## src/rtl/lif_pkg.sv

```systemverilog
// lif_pkg: shared definitions for the LIF neuron array.
//   lif_state_e : sweep FSM state encoding (IDLE, RUN, DRAIN, DONE)
//   sat_signed  : clamp a wide signed value into a w-bit two's complement range
//   leak_of     : membrane leak term, V >>> shift
// Helpers operate on 64-bit signed values so one definition serves any W up to 62.
package lif_pkg;

  typedef enum logic [1:0] {
    ST_IDLE  = 2'd0,
    ST_RUN   = 2'd1,
    ST_DRAIN = 2'd2,
    ST_DONE  = 2'd3
  } lif_state_e;

  function automatic logic signed [63:0] sat_signed(input logic signed [63:0] x,
                                                    input int unsigned w);
    logic signed [63:0] hi;
    logic signed [63:0] lo;
    hi = (64'sd1 <<< (w - 1)) - 64'sd1;
    lo = -(64'sd1 <<< (w - 1));
    if (x > hi) begin
      return hi;
    end else if (x < lo) begin
      return lo;
    end else begin
      return x;
    end
  endfunction

  function automatic logic signed [63:0] leak_of(input logic signed [63:0] v,
                                                 input int unsigned shift);
    return v >>> shift;
  endfunction

endpackage

```

## src/rtl/lif_update.sv

```systemverilog
// lif_update: combinational single-neuron update.
// Ports:
//   v, refrac                  : current membrane potential and refractory counter
//   cur_data                   : input current for this neuron
//   threshold, reset_potential : firing threshold and post-spike potential
//   v_next, refrac_next        : values to write back
//   fire                       : neuron spikes on this update
// A refractory neuron only counts down; its input current is dropped.
module lif_update
  import lif_pkg::*;
#(
  parameter int W          = 16,
  parameter int LEAK_SHIFT = 3,
  parameter int REFRAC     = 2,
  parameter int RC_W       = 2
) (
  input  logic signed [W-1:0] v,
  input  logic [RC_W-1:0]     refrac,
  input  logic signed [W-1:0] cur_data,
  input  logic signed [W-1:0] threshold,
  input  logic signed [W-1:0] reset_potential,
  output logic signed [W-1:0] v_next,
  output logic [RC_W-1:0]     refrac_next,
  output logic                fire
);

  logic signed [W-1:0]   leak;
  logic signed [W+1:0]   sum;
  logic signed [W-1:0]   sat_sum;

  always_comb begin
    leak = W'(leak_of({{(64-W){v[W-1]}}, v}, LEAK_SHIFT));
    // Two guard bits cover V - leak + cur for any pair of W-bit operands.
    sum = {{2{v[W-1]}}, v} - {{2{leak[W-1]}}, leak} + {{2{cur_data[W-1]}}, cur_data};
    sat_sum = W'(sat_signed({{(64-W-2){sum[W+1]}}, sum}, W));

    v_next      = v;
    refrac_next = refrac;
    fire        = 1'b0;
    if (refrac != '0) begin
      refrac_next = refrac - RC_W'(1);
    end else if (sat_sum >= threshold) begin
      v_next      = reset_potential;
      refrac_next = RC_W'(REFRAC);
      fire        = 1'b1;
    end else begin
      v_next = sat_sum;
    end
  end

endmodule

```

## src/rtl/lif_neuron_array.sv

```systemverilog
// lif_neuron_array: time-multiplexed leaky integrate-and-fire neuron array.
// One neuron is updated per accepted current; step_start launches a sweep
// over all N_NEURONS neurons in index order.
// Ports:
//   clk, reset_n                  : clock, asynchronous active-low reset
//   threshold, reset_potential    : signed firing threshold / post-spike potential
//   clear                         : zero all potentials and refractory counters (IDLE only)
//   step_start, busy, step_done   : sweep control and status
//   cur_valid/cur_ready/cur_data  : per-neuron current stream, neuron cur_idx
//   spk_valid/spk_ready/spk_idx   : spike event stream
//   spike_count                   : spikes in the current/last step
// Optional feature: define LIF_SPIKE_COUNT_EN to add the spike_count port and counter.
module lif_neuron_array
  import lif_pkg::*;
#(
  parameter int N_NEURONS  = 16,
  parameter int W          = 16,
  parameter int LEAK_SHIFT = 3,
  parameter int REFRAC     = 2,
  localparam int IDX_W     = $clog2(N_NEURONS)
) (
  input  logic                clk,
  input  logic                reset_n,
  input  logic signed [W-1:0] threshold,
  input  logic signed [W-1:0] reset_potential,
  input  logic                clear,
  input  logic                step_start,
  output logic                busy,
  output logic                step_done,
  input  logic                cur_valid,
  output logic                cur_ready,
  input  logic signed [W-1:0] cur_data,
  output logic [IDX_W-1:0]    cur_idx,
  output logic                spk_valid,
  input  logic                spk_ready,
  output logic [IDX_W-1:0]    spk_idx
`ifdef LIF_SPIKE_COUNT_EN
  ,
  output logic [IDX_W:0]      spike_count
`endif
);

  localparam int RC_W = (REFRAC < 1) ? 1 : $clog2(REFRAC + 1);

  lif_state_e          state;
  logic signed [W-1:0] v_mem  [N_NEURONS];
  logic [RC_W-1:0]     rc_mem [N_NEURONS];

  logic                cur_hs;
  logic                last_idx;
  logic signed [W-1:0] v_upd;
  logic [RC_W-1:0]     rc_upd;
  logic                fire;

  // A held (unaccepted) spike blocks further updates so no event is lost.
  assign cur_ready = (state == ST_RUN) & ~(spk_valid & ~spk_ready);
  assign cur_hs    = cur_valid & cur_ready;
  assign busy      = (state != ST_IDLE);
  assign step_done = (state == ST_DONE);
  assign last_idx  = (cur_idx == IDX_W'(N_NEURONS - 1));

  lif_update #(
    .W          (W),
    .LEAK_SHIFT (LEAK_SHIFT),
    .REFRAC     (REFRAC),
    .RC_W       (RC_W)
  ) u_update (
    .v               (v_mem[cur_idx]),
    .refrac          (rc_mem[cur_idx]),
    .cur_data        (cur_data),
    .threshold       (threshold),
    .reset_potential (reset_potential),
    .v_next          (v_upd),
    .refrac_next     (rc_upd),
    .fire            (fire)
  );

  // Sweep control
  always_ff @(posedge clk or negedge reset_n) begin
    if (!reset_n) begin
      state   <= ST_IDLE;
      cur_idx <= '0;
    end else begin
      case (state)
        ST_IDLE: begin
          if (step_start) begin
            state   <= ST_RUN;
            cur_idx <= '0;
          end
        end
        ST_RUN: begin
          if (cur_hs) begin
            if (last_idx) begin
              state   <= ST_DRAIN;
              cur_idx <= '0;
            end else begin
              cur_idx <= cur_idx + IDX_W'(1);
            end
          end
        end
        ST_DRAIN: begin
          // Hold step_done back until the final spike has left.
          if (!spk_valid || spk_ready) begin
            state <= ST_DONE;
          end
        end
        ST_DONE: begin
          state <= ST_IDLE;
        end
        default: begin
          state <= ST_IDLE;
        end
      endcase
    end
  end

  // Spike output register: a new spike may replace one accepted this cycle.
  always_ff @(posedge clk or negedge reset_n) begin
    if (!reset_n) begin
      spk_valid <= 1'b0;
      spk_idx   <= '0;
    end else if (cur_hs && fire) begin
      spk_valid <= 1'b1;
      spk_idx   <= cur_idx;
    end else if (spk_valid && spk_ready) begin
      spk_valid <= 1'b0;
    end
  end

  // Neuron state arrays
  always_ff @(posedge clk or negedge reset_n) begin
    if (!reset_n) begin
      for (int i = 0; i < N_NEURONS; i++) begin
        v_mem[i]  <= '0;
        rc_mem[i] <= '0;
      end
    end else if ((state == ST_IDLE) && clear) begin
      for (int i = 0; i < N_NEURONS; i++) begin
        v_mem[i]  <= '0;
        rc_mem[i] <= '0;
      end
    end else if (cur_hs) begin
      v_mem[cur_idx]  <= v_upd;
      rc_mem[cur_idx] <= rc_upd;
    end
  end

`ifdef LIF_SPIKE_COUNT_EN
  always_ff @(posedge clk or negedge reset_n) begin
    if (!reset_n) begin
      spike_count <= '0;
    end else if ((state == ST_IDLE) && step_start) begin
      spike_count <= '0;
    end else if (cur_hs && fire) begin
      spike_count <= spike_count + (IDX_W+1)'(1);
    end
  end
`endif

endmodule

```

## config.mk

```make
export PLATFORM = sky130hd
export DESIGN_NAME = lif_neuron_array
export DESIGN_NICKNAME = d
export VERILOG_FILES = /design/src/rtl/lif_pkg.sv /design/src/rtl/lif_update.sv /design/src/rtl/lif_neuron_array.sv
export SDC_FILE = /design/constraint.sdc
export NUM_CORES = 1
export LEC_CHECK = 0
export CORE_MARGIN = 5
export CORE_UTILIZATION = 40
export CTS_CLUSTER_DIAMETER = 60
export CTS_CLUSTER_SIZE = 12
export DETAILED_ROUTE_END_ITERATION = 6
export PLACE_DENSITY = 0.55
export SYNTH_ARGS = -nofsm -noshare
export SYNTH_HDL_FRONTEND = slang
export SYNTH_SLANG_ARGS = --single-unit
```

## constraint.sdc

```tcl
create_clock -name clk -period 17.9 [get_ports clk]
set_input_delay 1.79 -clock clk [delete_from_list [all_inputs] [get_ports clk]]
set_output_delay 1.79 -clock clk [all_outputs]
set_load 0.01 [all_outputs]
```

==> results.md, run 1 <==
* Clk root buf: clkbuf_16
* Vias in the first global route at 12.1k
* Post-CTS Setup Bufs at 0
* Ys Warns at 0
* WP data required at 18.35 ns
* Final Hold Viols at 0
* Skew final at 0.0107 ns
* Worst Setup End Kind: flop
* Layout fillers at 3661
* Worst slew pin tran at 1.25 ns
* Final setup viols at 0
* Share of the synthesized area in the top cell type at 47.6%
* H-tree depth at 1
* Synth Area in Simple Gates at 9.19%
* CP startpoint: cur_idx[0]
* Post-synthesis adder-cell area fraction at 5.41%
* First-pass GRT wire length at 73.8 mm
* Clock Latency Late Sink at 0.56 ns
* CTS sink cnt at 299
* Reg2Reg Depth at 22
* # nets final at 1558
* Run status: complete, no violations
* Top_reg_cell synth: dfrtp_1
* GRT Overall Usage at 21.3%
* Worst hold path type: reg -> reg
* DRC at 0
* Crit Reg-Reg Startpoint: cur_idx[0]
* Mapped Cells at 1418
* Finished Cell Area at 17600 um2
* F_max at 96.8 MHz
* Share of cells above drive strength 1 at 12.9%
* WS Path Type: reg -> reg
* Vias at 11.6k
* Site Rows at 72
* # diodes at 0
* Final Worst Setup Slack at 7.57 ns
* Final ANT Viol Nets at 0
* Layout Utilization at 45.5%
* Hold Buf Count CTS at 0
* Largest net degree at the start of global routing at 93
* Distinct cells, synth at 63
* Max-slew violations at 0
* DRT Pass-1 Iters at 6
* Max clock buf depth at 3
* Ys async rst share at 100%
* Max-Cap Viols at 0
* RSZ-0062 raised after global routing: false
* Fin crit period at 10.33 ns
* Clock transition at the registers of the reported paths at 0.06 ns
* Crit path to: rc_mem[23]
* Synth-to-Final Area Change at 12.2%
* Register area share after synthesis at 47.6%
* Xor/xnor share of the synthesized area at 0.501%
* Core area at 38700 um2
* Die ar. at 43400 um2
* Starting Density at 40.6%
* Initial antenna violation count at 1
* Final WL at 46.4 mm
* Cts repair resizes at 0
* Synth area leaders: dfrtp_1 (48%), mux4_2 (13%), o21ai_0 (5.7%)
* GPL Wtd Cong at 0.916
* Synth Area in Compound Gates at 19.0%
* Post-synth EDFFs at 0
* Crit Path Max Fanout at 45
* Rel. slew slack at 16.7%
* Mapped Area at 15700 um2
* Hpwl dp at 32.2 mm
* R2R setup slack at 7.57 ns
* Die Span Y at 208 um
* Fin Setup TNS at 0 ns
* Flops & latches, synth at 299
* Place WS at 7.60 ns
* Syn_area_per_cell at 11.1 um2
* WL/cell at 23.5 um
* Arrival @ worst endpoint at 10.78 ns
* Area after DPL at 16800 um2
* Die Width at 208 um
* Period utilization at 57.7%
* Post-synthesis net count at 1531
* Post-synth top area cell: dfrtp_1
* Vias per inst at 5.89
* CTS tree: done
* CP startpoint kind: flop
* Combinational family with the most area after synthesis: compound AO/OA/AOI/OAI gates
* Post-synthesis mux area share at 13.4%
* Port Buffers at 65
* GRT Residual Overflow at 0
* IO Pins at 66
* Clock buffer count from CTS at 30
* Critical R2R Capture: rc_mem[23]
* Initial DRC count at 907
[cells by family after synthesis]
group / Yosys count
XOR/XNOR: 9
adder cells (fa/ha/maj): 59
AND/OR/NAND/NOR: 335
flip-flops: 299
AO/OA/AOI/OAI: 432
buffers and inverters: 187
multiplexers: 97
[Yosys cell counts, types with 2 or more instances]
| master | n |
|---|---|
| a211oi_1 | 8 |
| a21boi_0 | 2 |
| a21o_1 | 8 |
| a21oi_1 | 47 |
| a22o_1 | 97 |
| a31oi_1 | 3 |
| a32o_1 | 16 |
| and2_1 | 11 |
| and3_1 | 4 |
| buf_1 | 4 |
| buf_2 | 22 |
| buf_4 | 5 |
| buf_6 | 4 |
| clkbuf_1 | 59 |
| dfrtp_1 | 299 |
| fa_1 | 15 |
| ha_1 | 44 |
| inv_1 | 92 |
| mux2_2 | 5 |
| mux2i_1 | 2 |
| mux4_2 | 90 |
| nand2_1 | 227 |
| nand2b_1 | 7 |
| nand3_1 | 7 |
| nand3b_1 | 2 |
| nand4_1 | 4 |
| nor2_1 | 39 |
| nor2b_1 | 8 |
| nor3_1 | 8 |
| nor3b_1 | 2 |
| o211ai_1 | 7 |
| o21ai_0 | 180 |
| o21ai_1 | 17 |
| o221ai_1 | 3 |
| o221ai_2 | 7 |
| o221ai_4 | 4 |
| o31ai_1 | 16 |
| or2_2 | 11 |
| xnor2_1 | 4 |
| xor2_1 | 5 |
[worst min-delay path by stage]
stage	endpoint	start	slack, ns	cells after the start
after floorplan	v_mem[157]	v_mem[157]	0.44	2
after global placement	v_mem[29]	v_mem[29]	0.45	2
after detailed placement	v_mem[93]	v_mem[93]	0.47	2
after CTS	v_mem[93]	v_mem[93]	0.48	2
after global routing	v_mem[163]	v_mem[163]	0.49	2
final	v_mem[195]	v_mem[195]	0.47	2
[layer usage]
metal / wire (um) / vias to the layer above / global-route usage (%) / part of all wire (%)
met5: 13 / - / 0 / 0.028
met3: 2930 / 80 / 3.87 / 6.3
met2: 21200 / 376 / 33.5 / 46
met4: 1210 / 2 / 5.66 / 2.6
met1: 21000 / 5973 / 30.8 / 45
li1: - / 5174 / - / -
[layout by cell type (no fill, tap or decap), types with 8 or more instances in the layout]
| cell | count |
|---|---|
| a211oi_1 | 8 |
| a21o_1 | 8 |
| a21oi_1 | 47 |
| a22o_1 | 97 |
| a32o_1 | 16 |
| and2_1 | 11 |
| buf_4 | 25 |
| clkbuf_16 | 31 |
| clkdlybuf4s50_1 | 64 |
| dfrtp_1 | 297 |
| fa_1 | 15 |
| ha_1 | 44 |
| inv_1 | 92 |
| mux4_2 | 90 |
| nand2_1 | 227 |
| nor2_1 | 39 |
| nor2b_1 | 8 |
| nor3_1 | 8 |
| o21ai_0 | 180 |
| o21ai_1 | 17 |
| o31ai_1 | 16 |
| or2_2 | 11 |
[area by class of cell]
class	instances	area, um2	share of cell area, %
well taps	518	648	3.67
clock buffers	35	791	4.48
multi-input cells	932	7470	42.3
flip-flops and latches	299	7490	42.5
repair buffers	90	843	4.78
inverters	92	345	1.96
clock inverters	4	56.3	0.319
[state kept, by name, indices dropped and copies added, names as in the netlist]
register	count
state	2
spk_valid	1
v_mem	256
rc_mem	32
cur_idx	4
spk_idx	4
[critical path, cell delays in order (launching register included)]
cell	delay, ns
dfrtp_4	0.87
buf_4	0.84
mux4_2	0.63
mux4_2	0.63
inv_1	0.15
fa_1	0.44
ha_1	0.44
o21ai_0	0.21
o211a_1	0.24
a2111oi_0	0.50
o211ai_2	0.27
a32oi_2	0.67
nor3b_1	0.17
or2_2	0.33
ha_1	0.27
and4_1	0.20
nand3_1	0.12
a211oi_1	0.19
nand4b_1	0.16
mux2i_1	0.73
nand2b_1	0.99
nand2_1	0.67
a22o_1	0.40
[stage by stage]
stage / hold slack, ns / std cells
3_5_place_dp: 0.465 / 1931
5_1_grt: 0.489 / 1970
4_1_cts: 0.480 / 1970
3_3_place_gp: 0.455 / 1931
6_report: 0.474 / 1970
2_1_floorplan: 0.443 / 1418
Power of run 1 is not shown: default switching activity piles up to over one toggle a cycle in this logic, so the estimate is an artifact.
==> run 2, diff against run 1 <==
--- a/config.mk
+++ b/config.mk
@@ -10,7 +10,7 @@
 export CTS_CLUSTER_DIAMETER = 60
 export CTS_CLUSTER_SIZE = 12
 export DETAILED_ROUTE_END_ITERATION = 6
-export PLACE_DENSITY = 0.55
+export PLACE_DENSITY = 0.58
 export SYNTH_ARGS = -nofsm -noshare
 export SYNTH_HDL_FRONTEND = slang
 export SYNTH_SLANG_ARGS = --single-unit
==> constraint.sdc (replaced) <==
create_clock -name clk -period 9.3 [get_ports clk]
set_input_delay 0.93 -clock clk [delete_from_list [all_inputs] [get_ports clk]]
set_output_delay 0.93 -clock clk [all_outputs]
set_load 0.01 [all_outputs]
==> run 2 against run 1 <==
  * Wire length fell by 0.12%
  * Clock-buffer cell count fell by 2
  * Clock skew rose by 0.017 ns
  * Register-to-register slack got worse by 6.6 ns
  * Sequential cell count did not move
  * Critical path depth rose by 2
  * Non-clock buffer count rose by 9
  * Final area rose by 0.19%
  * Critical endpoint is now v_mem[27]
  * Largest cell class unchanged
==> results.md, run 2 (same netlist as run 1, synthesis figures left out) <==
* GRT Residual Overflow at 0 (unchanged)
* Max-slew violations at 0 (unchanged)
* CP startpoint kind: flop
* Die ar. at 43400 um2 (unchanged)
* Post-Place Cells at 1940 (+0.47%)
* Number of flip-flops in the largest register at 256 (unchanged)
* Clock Latency Late Sink at 0.57 ns (about the same)
* Site Rows at 72 (unchanged)
* F_max at 119 MHz (+23%)
* Most common cell after layout, fill and taps aside: dfrtp_1
* Reg2Reg Depth at 24 (+9.1%)
* R2R setup slack at 0.92 ns (-6.65 ns)
* Synth-to-Final Area Change at 12.4%
* WL/cell at 23.5 um (-0.37%)
* WS Path Type: reg -> reg
* Largest Register: v_mem
* Critical R2R Capture: v_mem[27]
* Commonest non-fill, non-tap cells in the layout: dfrtp_1 (297), nand2_1 (227), o21ai_0 (180), a22o_1 (97), inv_1 (92)
* # nets final at 1566 (+0.51%)
* CTS tree: done
* Hpwl dp at 32.0 mm (-0.58%)
* Clk root buf: clkbuf_16
* Crit Reg-Reg Startpoint: cur_idx[0]
* Die Span Y at 208 um (unchanged)
* First-pass GRT wire length at 73.7 mm (-0.13%)
* Initial antenna violation count at 0 (-1)
* Area after DPL at 16900 um2 (+0.55%)
* CTS sink cnt at 299 (unchanged)
* Worst slew pin tran at 0.983 ns (-0.264 ns)
* Final Hold Viols at 0 (unchanged)
* Max clock buf depth at 3 (unchanged)
* Core area at 38700 um2 (unchanged)
* Finished Cell Area at 17700 um2 (+0.19%)
* Largest regs: v_mem: 256 flops, rc_mem: 32 flops
* Largest net degree at the start of global routing at 86 (-7.5%)
* Vias in the first global route at 11.9k (-1.7%)
* GRT Overall Usage at 21.2% (-0.13 points)
* Vias per inst at 5.96 (+1.1%)
* Fin Setup TNS at 0 ns (unchanged)
* Clock buffer count from CTS at 29 (-3.3%)
* GPL Wtd Cong at 0.899 (-1.8%)
* Crit Path Max Fanout at 35 (-22%)
* Worst hold path type: in -> async
* Skew final at 0.0280 ns (+0.0172 ns)
* Final WL at 46.3 mm (-0.12%)
* Max-Cap Viols at 0 (unchanged)
* Post-route insts no fill at 1975 (+0.25%)
* Cts repair resizes at 0 (unchanged)
* Hold Buf Count CTS at 0 (unchanged)
* Final ANT Viol Nets at 0 (unchanged)
* Clock transition at the registers of the reported paths at 0.06 ns (about the same)
* Port Buffers at 65 (unchanged)
* Share of cells above drive strength 1 at 13.3% (+0.37 points)
* Worst Setup End Kind: flop
* # diodes at 0 (unchanged)
* RSZ-0062 raised after global routing: false
* Arrival @ worst endpoint at 8.76 ns (-2.02 ns)
* Final setup viols at 0 (unchanged)
* IO Pins at 66 (unchanged)
* Rel. slew slack at 34.4% (+18 points)
* Period utilization at 90.1% (+32 points)
* Fin crit period at 8.38 ns (-1.95 ns)
* Starting Density at 40.6% (unchanged)
* WP data required at 9.68 ns (-8.67 ns)
* Vias at 11.8k (+1.4%)
* Initial DRC count at 1006 (+11%)
* DRC at 0 (unchanged)
* Run status: complete, no violations
* Post-CTS Setup Bufs at 0 (unchanged)
* H-tree depth at 1 (unchanged)
* DRT Pass-1 Iters at 5 (-1)
* Die Width at 208 um (unchanged)
[run 2: critical path: stages, from the launching register on]
cell and delay, ns:
dfrtp_4 0.92, buf_4 0.37, mux4_2 0.52, mux4_2 0.61, inv_1 0.15, fa_1 0.45
ha_1 0.43, o21ai_0 0.18, o211a_1 0.23, a2111oi_0 0.52, o211ai_2 0.27, a32oi_2 0.22
buf_4 0.24, nor3b_1 0.13, or2_2 0.30, ha_1 0.28, and4_1 0.22, nand3_1 0.11
o311ai_0 0.36, mux2i_1 0.12, buf_4 0.19, nand2b_1 0.15, buf_4 0.24, o221ai_2 0.67
o21ai_0 0.24
[run 2: cell type report]
class,instances,area (um2)
flip-flops and latches,299,7490
well taps,518,648
repair buffers,99,936
fillers,3551,21100
clock buffers,33,751
multi-input cells,932,7470
inverters,92,345
clock inverters,2,37.5
[run 2: worst max-delay path by stage]
stage / startpoint / end
2_1_floorplan: cur_idx[0] / v_mem[101]
3_3_place_gp: cur_idx[0] / spk_idx[2]
3_5_place_dp: cur_idx[0] / v_mem[107]
4_1_cts: cur_idx[0] / v_mem[27]
5_1_grt: cur_idx[0] / v_mem[27]
6_report: cur_idx[0] / v_mem[27]
[run 2: routing by layer]
layer  vias up  GRT usage [%]  wire length, um
met3        51           3.96             3630
met2       464           32.9            21300
met4         0           4.12              679
met1      6069           31.6            20700
met5         -              0                0
li1       5182              -                -
[run 2: stage by stage]
| stage | setup slack [ns] | hold slack, ns | util [%] |
|---|---|---|---|
| after floorplan | 1.56 | 0.443 | - |
| after global placement | 1.15 | 0.455 | 43.6 |
| after detailed placement | 0.953 | 0.465 | 43.6 |
| after CTS | 0.877 | 0.395 | 45.6 |
| after global routing | 0.280 | 0.419 | 45.6 |
| final | 0.922 | 0.374 | 45.6 |
Power of run 2 is left out for the same reason.
==> run 3, diff against run 2 <==
--- a/config.mk
+++ b/config.mk
@@ -10,7 +10,8 @@
 export CTS_CLUSTER_DIAMETER = 60
 export CTS_CLUSTER_SIZE = 12
 export DETAILED_ROUTE_END_ITERATION = 6
-export PLACE_DENSITY = 0.58
+export PLACE_DENSITY = 0.57
 export SYNTH_ARGS = -nofsm -noshare
 export SYNTH_HDL_FRONTEND = slang
+export SYNTH_HIERARCHICAL = 1
 export SYNTH_SLANG_ARGS = --single-unit
==> run 3 against run 2 <==
  * Sequential share of layout area decreased by 2.8 points
  * Clock skew increased by 0.014 ns
  * Die area increased by 9.6%
  * Sequential cell count unchanged
  * Via count increased by 9.1%
  * Critical endpoint is now v_mem[134]
  * Clock-buffer cell count unchanged
  * Non-clock buffer count increased by 4
==> results.md, run 3 <==
* Post-CTS Setup Bufs at 0 (unchanged)
* Vias at 12.8k (+9.1%)
* Synth-to-Final Area Change at 9.15%
* R2R setup slack at 0.70 ns (-0.22 ns)
* WL/cell at 21.5 um (-8.5%)
* Max clock buf depth at 3 (unchanged)
* Post-synthesis net count at 1857 (+21%)
* Post-synth top area cell: dfrtp_1
* Count leader, synth: nand2_1
* Synth cell count leaders: nand2_1 (425), dfrtp_1 (299), a21oi_1 (184)
* Arrival @ worst endpoint at 9.09 ns (+0.33 ns)
* Port Buffers at 65 (unchanged)
* Worst slew pin tran at 1.35 ns (+0.364 ns)
* Die Span Y at 218 um (+4.7%)
* Worst VDD drop at 0.355 mV
* Initial DRC count at 1131 (+12%)
* Hpwl dp at 30.2 mm (-5.6%)
* LEAKAGE at 0.00897 uW
* Ys Warns at 6 (+6)
* Share of the synthesized area in the top cell type at 43.2% (-4.4 points)
* Initial antenna violation count at 0 (unchanged)
* Most used routing layer: met2
* Largest net degree at the start of global routing at 170 (+98%)
* Worst Setup End Kind: flop
* Hold Buf Count CTS at 0 (unchanged)
* Largest regs: v_mem: 256 flops, rc_mem: 32 flops
* Die Width at 218 um (+4.7%)
* Clock transition at the registers of the reported paths at 0.06 ns (about the same)
* Period utilization at 92.5% (+2.4 points)
* Vias per inst at 5.52 (-7.4%)
* Mapped Cells at 1743 (+23%)
* Final Worst Setup Slack at 0.699 ns (-0.222 ns)
* Max-slew violations at 0 (unchanged)
* Final ANT Viol Nets at 0 (unchanged)
* Fin crit period at 8.60 ns (+0.222 ns)
* Mapped Area at 17300 um2 (+10%)
* PD cells at 366 nW/um2
* Worst hold path type: in -> async
* Fin Setup TNS at 0 ns (unchanged)
* Clock buffer count from CTS at 30 (+3.4%)
* DRT Pass-1 Iters at 5 (unchanged)
* Rel. slew slack at 10.2% (-24 points)
* GPL Wtd Cong at 0.861 (-4.2%)
* Final setup viols at 0 (unchanged)
* GRT Residual Overflow at 0 (unchanged)
* DRC at 0 (unchanged)
* GRT Overall Usage at 21.0% (-0.26 points)
* IO Pins at 66 (unchanged)
* Top_reg_cell synth: dfrtp_1
* Share of cells above drive strength 1 at 12.3% (-1.0 points)
* Cts repair resizes at 0 (unchanged)
* Vias in the first global route at 13.2k (+11%)
* Synth area leaders: dfrtp_1 (43%), mux4_2 (9.4%), nand2_1 (9.2%)
* Met3 usage at 3.20% (-0.76 points)
* CP startpoint kind: flop
* GR Util met1 at 29.0% (-2.5 points)
* Clk root buf: clkbuf_16
* Core area at 43000 um2 (+11%)
* Place WS at 0.733 ns (-0.220 ns)
* Crit Reg-Reg Startpoint: cur_idx[0]
* WP data required at 9.79 ns (+0.11 ns)
* CP startpoint: cur_idx[0]
* Final Hold Viols at 0 (unchanged)
* RSZ-0062 raised after global routing: false
* CTS sink cnt at 299 (unchanged)
* Site Rows at 76 (+5.6%)
* Final WL at 50.0 mm (+7.8%)
* Critical R2R Capture: v_mem[134]
* Most common cell after layout, fill and taps aside: nand2_1
* Number of flip-flops in the largest register at 256 (unchanged)
* First-pass GRT wire length at 78.8 mm (+7.0%)
* Ys async rst share at 100% (unchanged)
* H-tree depth at 1 (unchanged)
* Flops & latches, synth at 299 (unchanged)
* Crit Path Max Fanout at 35 (unchanged)
* Syn_area_per_cell at 9.94 um2 (-10%)
* # diodes at 0 (unchanged)
* Starting Density at 40.3% (-0.30 points)
* Largest Register: v_mem
* Crit path to: v_mem[134]
* Die ar. at 47600 um2 (+9.6%)
* Reg2Reg Depth at 26 (+8.3%)
* Register area share after synthesis at 43.2% (-4.4 points)
* Skew final at 0.0419 ns (+0.0139 ns)
* # nets final at 1850 (+18%)
* Distinct cells, synth at 65 (+3.2%)
* F_max at 116 MHz (-2.6%)
* Grt met2 use at 35.1% (+2.2 points)
* Commonest non-fill, non-tap cells in the layout: nand2_1 (425), dfrtp_1 (297), a21oi_1 (184), nor2_1 (120), mux2i_1 (111)
* Max-Cap Viols at 0 (unchanged)
* Post-synth EDFFs at 0 (unchanged)
* Run status: complete, no violations
* Clock Latency Late Sink at 0.59 ns (+0.02 ns)
* WS Path Type: reg -> reg
* Pwr Total at 6930 uW
* CTS tree: done
## run 3: cell types whose count changed in the layout (fill, tap and decap cells not counted), sizes merged, moves of 36 or more
cell | before | now
a21oi | 47 | 217
a22oi | 0 | 36
mux2i | 2 | 111
o21ai | 197 | 37
nand2 | 227 | 426
nor2 | 40 | 122
a22o | 97 | 2
## run 3: worst min-delay path by stage
stage / to / slack (ns) / start / cells after the start
after global placement: spk_idx[0] / 0.47 / spk_idx[0] / 2
after floorplan: v_mem[214] / 0.48 / v_mem[214] / 2
after global routing: state[0] / 0.51 / reset_n / 1
after detailed placement: spk_idx[0] / 0.48 / spk_idx[0] / 2
after CTS: state[1] / 0.49 / reset_n / 1
final: state[0] / 0.38 / reset_n / 1
## run 3: worst max-delay path, stage by stage, from the launching register on
cell	delay (ns)
dfrtp_4	0.95
buf_4	0.37
mux4_2	0.53
a22oi_1	0.20
nand2_1	0.13
ha_1	0.30
inv_1	0.06
ha_1	0.18
inv_1	0.08
fa_1	0.43
nor2b_1	0.24
o31ai_2	0.12
a21oi_1	0.30
o211ai_1	0.24
o31ai_4	0.78
nand2_1	0.12
nand2_1	0.11
ha_1	0.25
a21o_1	0.19
nand3_1	0.08
a21oi_1	0.07
a2111oi_0	0.40
a32o_1	0.78
o21ai_0	0.19
o22ai_1	1.04
mux2i_1	0.20
nor2_1	0.14
## run 3: stage by stage
step           utilization (%)  instances  area, um2  hold slack [ns]
6_report                  44.0       2327      18900            0.381
3_5_place_dp              42.0       2289      18100            0.475
2_1_floorplan                -       1743      17300            0.484
3_3_place_gp              42.0       2289      18100            0.467
5_1_grt                   44.0       2327      18900            0.510
4_1_cts                   44.0       2327      18900            0.489
## run 3: kinds of logic (layout without fill, tap and decap cells)
logic type,after synthesis,after routing,share of synthesized area (%)
xor gates and xnor gates,12,12,0.607
buffers and inverters,229,228,7.61
DFF,299,299,43.2
adders and majority gates,60,60,4.98
AOI/OAI and AO/OA,346,346,12.3
muxes,185,185,15.9
and+or+nand+nor,612,612,15.4
## run 3: per-layer routing
| metal | up-vias | part of all wire (%) |
|---|---|---|
| li1 | 5912 | - |
| met1 | 6513 | 44 |
| met2 | 345 | 49 |
| met3 | 69 | 5.4 |
| met4 | 0 | 2.1 |
| met5 | - | 0 |
## run 3: power by group
group / internal, uW / switching [uW] / leakage [uW]
logic: 1410 / 2920 / 0.00441
clock network: 606 / 508 / 0.000409
registers: 1390 / 92.1 / 0.00415
## run 3: cell type report
cell class	count	area, um2
multi-input combinational	1215	8550
inverter	87	327
fill	4121	24100
clock inverter	5	83.8
clock buffer	33	762
tap	585	732
timing repair buffer	103	966
sequential	299	7490
No activity file was read; power rests on OpenSTA's default activity.
